File: src/rtl/vx_wb_commit_sink.sv
// ---------------------------------------------------------------------------
// vx_wb_commit_sink
//
// Consumer end of the writeback interface. Incoming writeback transfers are
// buffered in a 2-entry skid FIFO whose head drives the GPR bank write port.
// The block also owns the per-warp register in-use scoreboard: an issued
// instruction that writes rd marks inuse[wid][rd]; the final (eop) writeback
// of that instruction releases it. Issue-side hazard checks read the
// scoreboard to produce o_ib_ready.
//
// Optional feature (macro SCOREBOARD_BYPASS_EN):
//   defined   - o_ib_ready also asserts for a busy (wid,rd) that is being
//               released by the FIFO head in this same cycle.
//   undefined - o_ib_ready is purely the registered in-use bit.
//
// Ports:
//   i_clk, i_reset           clock, synchronous active-low reset
//   i_wb_*, o_wb_ready       writeback transfer in (valid/ready)
//   i_ib_*, o_ib_ready       issue candidate hazard check
//   o_gpr_*, i_gpr_wready    GPR bank write port
//   o_busy                   FIFO non-empty or any in-use bit set
//   o_dbg_count              FIFO occupancy (debug)
//   o_dbg_head_pc            PC of the FIFO head (trace/debug)
//
// Handshake: a transfer on i_wb_* happens on a rising edge where both
// i_wb_valid and o_wb_ready are 1. o_wb_ready is registered and reflects
// whether the FIFO had a free slot after the previous edge, so the source
// never sees a combinational path from the write port.
// ---------------------------------------------------------------------------
module vx_wb_commit_sink #(
    parameter int NUM_WARPS   = 4,
    parameter int NUM_THREADS = 4,
    parameter int NUM_REGS    = 64,
    parameter int NW_BITS     = $clog2(NUM_WARPS),
    parameter int NR_BITS     = $clog2(NUM_REGS)
) (
    input  logic                       i_clk,
    input  logic                       i_reset,

    input  logic                       i_wb_valid,
    input  logic [NW_BITS-1:0]         i_wb_wid,
    input  logic [31:0]                i_wb_PC,
    input  logic [NUM_THREADS-1:0]     i_wb_tmask,
    input  logic [NR_BITS-1:0]         i_wb_rd,
    input  logic [NUM_THREADS*32-1:0]  i_wb_data,
    input  logic                       i_wb_eop,
    output logic                       o_wb_ready,

    input  logic                       i_ib_valid,
    input  logic [NW_BITS-1:0]         i_ib_wid,
    input  logic [NR_BITS-1:0]         i_ib_rd,
    input  logic                       i_ib_wb,
    output logic                       o_ib_ready,

    output logic [NUM_THREADS-1:0]     o_gpr_we,
    output logic [NW_BITS-1:0]         o_gpr_wid,
    output logic [NR_BITS-1:0]         o_gpr_waddr,
    output logic [NUM_THREADS*32-1:0]  o_gpr_wdata,
    input  logic                       i_gpr_wready,

    output logic                       o_busy,
    output logic [1:0]                 o_dbg_count,
    output logic [31:0]                o_dbg_head_pc
);

    // FIFO storage (two entries, 1-bit wrapping pointers)
    logic [NW_BITS-1:0]        r_fifo_wid   [2];
    logic [31:0]               r_fifo_pc    [2];
    logic [NUM_THREADS-1:0]    r_fifo_tmask [2];
    logic [NR_BITS-1:0]        r_fifo_rd    [2];
    logic [NUM_THREADS*32-1:0] r_fifo_data  [2];
    logic                      r_fifo_eop   [2];

    logic       r_wptr;
    logic       r_rptr;
    logic [1:0] r_count;
    logic       r_wb_ready;

    logic [NUM_WARPS-1:0][NUM_REGS-1:0] r_inuse;

    logic                      w_push;
    logic                      w_pop;
    logic                      w_head_valid;
    logic [NW_BITS-1:0]        w_head_wid;
    logic [NR_BITS-1:0]        w_head_rd;
    logic [NUM_THREADS-1:0]    w_head_tmask;
    logic                      w_head_eop;
    logic [1:0]                w_count_next;
    logic                      w_release;
    logic                      w_set;
    logic                      w_ib_busy;
    logic                      w_bypass_hit;

    // -----------------------------------------------------------------------
    // Head of the FIFO
    // -----------------------------------------------------------------------
    assign w_head_valid = (r_count != 2'd0);
    assign w_head_wid   = r_fifo_wid[r_rptr];
    assign w_head_rd    = r_fifo_rd[r_rptr];
    assign w_head_tmask = r_fifo_tmask[r_rptr];
    assign w_head_eop   = r_fifo_eop[r_rptr];

    // rd==0 is never written, so such an entry drains without waiting for
    // the bank write port.
    assign w_push = i_wb_valid && r_wb_ready;
    assign w_pop  = w_head_valid && (i_gpr_wready || (w_head_rd == '0));

    assign o_gpr_we    = (w_head_valid && (w_head_rd != '0)) ? w_head_tmask : '0;
    assign o_gpr_wid   = w_head_wid;
    assign o_gpr_waddr = w_head_rd;
    assign o_gpr_wdata = r_fifo_data[r_rptr];

    always_comb begin
        w_count_next = r_count;
        case ({w_push, w_pop})
            2'b10:   w_count_next = r_count + 2'd1;
            2'b01:   w_count_next = r_count - 2'd1;
            default: w_count_next = r_count;
        endcase
    end

    // -----------------------------------------------------------------------
    // Scoreboard hazard check
    // -----------------------------------------------------------------------
    assign w_release    = w_pop && w_head_eop;
    assign w_ib_busy    = i_ib_wb && r_inuse[i_ib_wid][i_ib_rd];
    assign w_bypass_hit = w_release && (w_head_wid == i_ib_wid) && (w_head_rd == i_ib_rd);

`ifdef SCOREBOARD_BYPASS_EN
    // The bit being released this cycle is re-claimed by the new issue.
    assign o_ib_ready = !w_ib_busy || w_bypass_hit;
`else
    assign o_ib_ready = !w_ib_busy;
`endif

    assign w_set = i_ib_valid && o_ib_ready && i_ib_wb && (i_ib_rd != '0);

    // -----------------------------------------------------------------------
    // Control state
    // -----------------------------------------------------------------------
    always_ff @(posedge i_clk) begin
        if (!i_reset) begin
            r_wptr     <= 1'b0;
            r_rptr     <= 1'b0;
            r_count    <= 2'd0;
            r_wb_ready <= 1'b1;
            r_inuse    <= '0;
        end else begin
            if (w_push) r_wptr <= ~r_wptr;
            if (w_pop)  r_rptr <= ~r_rptr;
            r_count    <= w_count_next;
            r_wb_ready <= (w_count_next != 2'd2);
            // Clear first so a same-edge set of the same bit wins.
            if (w_release) r_inuse[w_head_wid][w_head_rd] <= 1'b0;
            if (w_set)     r_inuse[i_ib_wid][i_ib_rd]     <= 1'b1;
        end
    end

    // FIFO payload needs no reset: r_count gates every use of it.
    always_ff @(posedge i_clk) begin
        if (w_push) begin
            r_fifo_wid[r_wptr]   <= i_wb_wid;
            r_fifo_pc[r_wptr]    <= i_wb_PC;
            r_fifo_tmask[r_wptr] <= i_wb_tmask;
            r_fifo_rd[r_wptr]    <= i_wb_rd;
            r_fifo_data[r_wptr]  <= i_wb_data;
            r_fifo_eop[r_wptr]   <= i_wb_eop;
        end
    end

    assign o_wb_ready    = r_wb_ready;
    assign o_busy        = (r_count != 2'd0) || (|r_inuse);
    assign o_dbg_count   = r_count;
    assign o_dbg_head_pc = r_fifo_pc[r_rptr];

endmodule

File: config.mk
export PLATFORM = sky130hd
export DESIGN_NAME = vx_wb_commit_sink
export DESIGN_NICKNAME = d
export VERILOG_FILES = /design/src/rtl/vx_wb_commit_sink.sv
export SDC_FILE = /design/constraint.sdc
export NUM_CORES = 1
export LEC_CHECK = 0
export BUFFER_PORTS_ARGS = -buffer_cell sky130_fd_sc_hd__buf_2
export CORE_MARGIN = 1.5
export CORE_UTILIZATION = 30
export CTS_BUF_LIST = sky130_fd_sc_hd__clkbuf_8
export CTS_CLUSTER_DIAMETER = 60
export DETAILED_ROUTE_END_ITERATION = 8
export PLACE_DENSITY_LB_ADDON = 0.25
export SYNTH_ARGS = -nofsm -noshare
export SYNTH_HDL_FRONTEND = slang
export SYNTH_SLANG_ARGS = --single-unit
File: constraint.sdc
create_clock -name i_clk -period 21.2 [get_ports i_clk]
set_input_delay 4.24 -clock i_clk [delete_from_list [all_inputs] [get_ports i_clk]]
set_output_delay 4.24 -clock i_clk [all_outputs]
set_load 0.1 [all_outputs]
==> impl_results.md <==
- Final setup fails: 0
- Area delta synth->final: 18.76%
- 1st-iter DRT viols: ~2300
- Die area: 90260 um^2
- Vias/cell: 5.621
- Max VDD drop: 111.8 uV
- First-pass GRT wire length: 136.4 mm
- Power Dens Cells: 129.0 nW/um^2
- Fraction of layout cells with a size suffix above 1: 0.2777
- Clk slew on worst S/H paths: 0.06 ns
- Wire per inst: 24.33 um
- Final design utilization: 0.3616
- Synth Cell Area: 26540 um^2
- Max Fclk: 0.07836 GHz
- Peak fanout along the critical path: 72
- Run status: completed
- Die width: 300.4 um
- Slew HR: 0.1769
- Critical path arrival: 8.52 ns
- DR vias: 21592
- Max Slew Vio Count: 0
- Grt total ovfl: 0
- Initial antenna violation count: 25
- Tcrit/Tclk final: 0.6020
- Tightest Pin Transition: 1.235 ns
- Final worst setup slack: 8.438 ns
- Final Hold Violating Endpoints: 0
- HPWL Detailed: between 50 and 60 mm
- Crit path kind: in -> out
- CTS Buffer Depth: 3
- Yosys warns: 0
- TritonCTS clock tree: built
- GRT Resource Usage Total: 0.2002
- H-tree depth: 3
- Post-synth ARST share: 0
- Post-Route WL: 93.45 mm
- Seq/Total Area, Yosys: 0.5891
- CTS root buffer: clkbuf_8
- Hold Buf Count CTS: 0
- GPL Wtd Cong: ~0.93
- Seq cells post-synth: 608
- Worst-Skew Late Latency: 0.78 ns
- Vias in the first global route: 21633
- RSZ-0062 raised after global routing: no
- First-pass detailed-route iteration total: 6
- Remaining routing DRC violations: 0
- Nets: 2777
- Post-CTS sizing: 0
- Worst setup EP type: output pin
- Die Ht: 300.4 um
- Post-Syn Instances: between 2000 and 2500
- Core ar.: roughly 87000 um^2
- Top_reg_cell synth: edfxtp_1
- I/O pin cnt: 364
- Setup total negative slack: 0 ns
- Post-Syn Nets: 2467
- Core Rows: 108
- Post-CTS Setup Bufs: 0
- Worst clock skew: 0.08629 ns
- CP Data Required Time: about 17 ns
- Antenna viol nets, final: 0
- Number of synthesized flops with an enable pin: 346
- Pleak: 11.05 nW
- Post-Syn Area per Cell: 11.65 um^2
- Post-DP Area: ~29000 um^2
- Max Cap Viol: 0
- HP Class: reg -> reg
- # clock sinks: 608
- Synth cell types: 44
- Starting Density: 0.3045
- Post-route cell area: ~32000 um^2
- Startpoint types: input port
- # port buffers: 363
- Largest net degree at the start of global routing: 111
- TritonCTS buffer count: 108
- Pre-CTS worst setup slack: 8.461 ns
- Fin crit period: 12.76 ns
==> worst paths after layout <==
kind | start | to | slack (ns) | depth (start not counted)
max | i_ib_wid[1] | o_ib_ready | 8.44 | 10
min | r_inuse[128]$_SDFF_PN0_ | r_inuse[128]$_SDFF_PN0_ | 0.51 | 2
max reg2reg | flop | r_inuse[254]$_SDFF_PN0_ | 16.43 | 9
min reg2reg | r_inuse[128]$_SDFF_PN0_ | r_inuse[128]$_SDFF_PN0_ | 0.51 | 2
==> sequential cells by signal (all words and copies together), names as in the netlist, named ones only <==
| register | count |
|---|---|
| r_fifo_eop | 2 |
| r_fifo_rd | 12 |
| r_fifo_pc | 64 |
| o_dbg_count | 2 |
| r_fifo_data | 256 |
| r_fifo_wid | 4 |
| r_inuse | 256 |
| r_rptr | 1 |
| r_wptr | 1 |
| o_wb_ready | 1 |
| r_fifo_tmask | 8 |
==> synthesized netlist by cell type (2+ instances only) <==
cell | number | area share
or4_1 | 19 | 0.0054
o21ai_1 | 215 | 0.041
o211ai_1 | 252 | 0.071
or3_1 | 2 | 0.00047
dfxtp_1 | 262 | 0.20
or4bb_1 | 2 | 0.00085
or4b_2 | 2 | 0.00075
and3_1 | 2 | 0.00047
nor2b_1 | 5 | 0.0012
edfxtp_1 | 346 | 0.39
nand4_1 | 18 | 0.0042
clkbuf_1 | 137 | 0.019
or4b_1 | 2 | 0.00075
xnor2_1 | 2 | 0.00066
buf_4 | 5 | 0.0014
buf_1 | 3 | 0.00042
nor2_1 | 89 | 0.013
nand3_1 | 262 | 0.049
buf_2 | 17 | 0.0032
mux2i_1 | 140 | 0.053
clkbuf_2 | 7 | 0.0013
a21oi_1 | 5 | 0.00094
nor3_2 | 2 | 0.00075
nor4_1 | 67 | 0.016
and2_1 | 6 | 0.0014
o21ai_0 | 28 | 0.0053
buf_6 | 25 | 0.011
o22ai_1 | 68 | 0.016
o21ai_2 | 10 | 0.0033
nand2_1 | 79 | 0.011
nor3_1 | 10 | 0.0019
inv_1 | 11 | 0.0016
nand4bb_1 | 4 | 0.0017
mux2_2 | 161 | 0.068
nand4b_2 | 3 | 0.0017
nand3b_1 | 3 | 0.00085
==> area by class of cell <==
cell class,count,area (um^2)
antenna,7,17.52
fill,8659,55640
sequential,608,15640
clock inverter,64,469.2
timing repair buffer,394,2062
clock buffer,136,1872
inverter,11,41.29
tap,1155,1445
multi-input combinational,1466,9973
==> logic make-up after synthesis <==
| kind of cell | Yosys count | synth area share |
|---|---|---|
| buf+inv | 205 | 0.03790 |
| fa+ha+maj | 1 | 0.0004714 |
| simple gates | 581 | 0.1125 |
| mux | 301 | 0.1211 |
| flops | 608 | 0.5891 |
| compound gates | 580 | 0.1379 |
| xor+xnor | 3 | 0.0009902 |
==> cell usage in the layout (no fill, tap or decap), types with 3 or more instances in the layout <==
| master | instances |
|---|---|
| mux2i_1 | 140 |
| nand4bb_1 | 4 |
| or4_1 | 18 |
| nand2_1 | 79 |
| nand4_1 | 18 |
| nand3_2 | 4 |
| diode_2 | 7 |
| nand3b_1 | 3 |
| o22ai_1 | 68 |
| nand3_1 | 258 |
| and2_1 | 5 |
| o21ai_0 | 28 |
| nor2_1 | 84 |
| o21ai_1 | 215 |
| inv_1 | 47 |
| dfxtp_1 | 261 |
| clkinvlp_4 | 4 |
| edfxtp_1 | 346 |
| nor2_4 | 3 |
| bufinv_16 | 5 |
| clkbuf_8 | 136 |
| buf_2 | 361 |
| o21ai_2 | 10 |
| mux2_2 | 161 |
| nand4b_2 | 3 |
| nor3_1 | 10 |
| nor4_1 | 67 |
| o211ai_1 | 252 |
| buf_4 | 31 |
| nor2b_1 | 3 |
| clkinv_2 | 5 |
| a21oi_1 | 5 |
| clkinv_1 | 9 |
==> worst max-delay path, stage by stage <==
cell and delay (ns):
buf_6 0.51, buf_4 1.01, mux2i_1 0.28, o22ai_1 0.11, or4_1 0.57, nor2_1 0.22, o22ai_1 0.11, or4_4 0.81
nand2_1 0.16, buf_2 0.43
==> where the power goes <==
part / switching (mW) / internal, mW
Combinational: 1.26 / 0.251
Clock: 0.517 / 0.642
Sequential: 0.0374 / 1.36
Total: 1.82 / 2.25
==> through the flow <==
stage / total power, mW / hold slack [ns] / cells
floorplan: 2.648 / 0.4243 / 2279
global placement: 2.928 / 0.4929 / 3634
detailed placement: 2.935 / 0.4986 / 3634
CTS: 4.100 / 0.5085 / 3834
global route: 4.198 / 0.5320 / 3839
finish: 4.065 / 0.5120 / 3841
==> layer usage <==
metal	track usage	up-vias	part of all wire
li1	-	9491	-
met1	0.2457	10471	0.39
met2	0.3055	1307	0.44
met3	0.08745	289	0.13
met4	0.08393	34	0.038
met5	0	-	0.0022
Note: power is estimated with default switching activity, not from simulation.
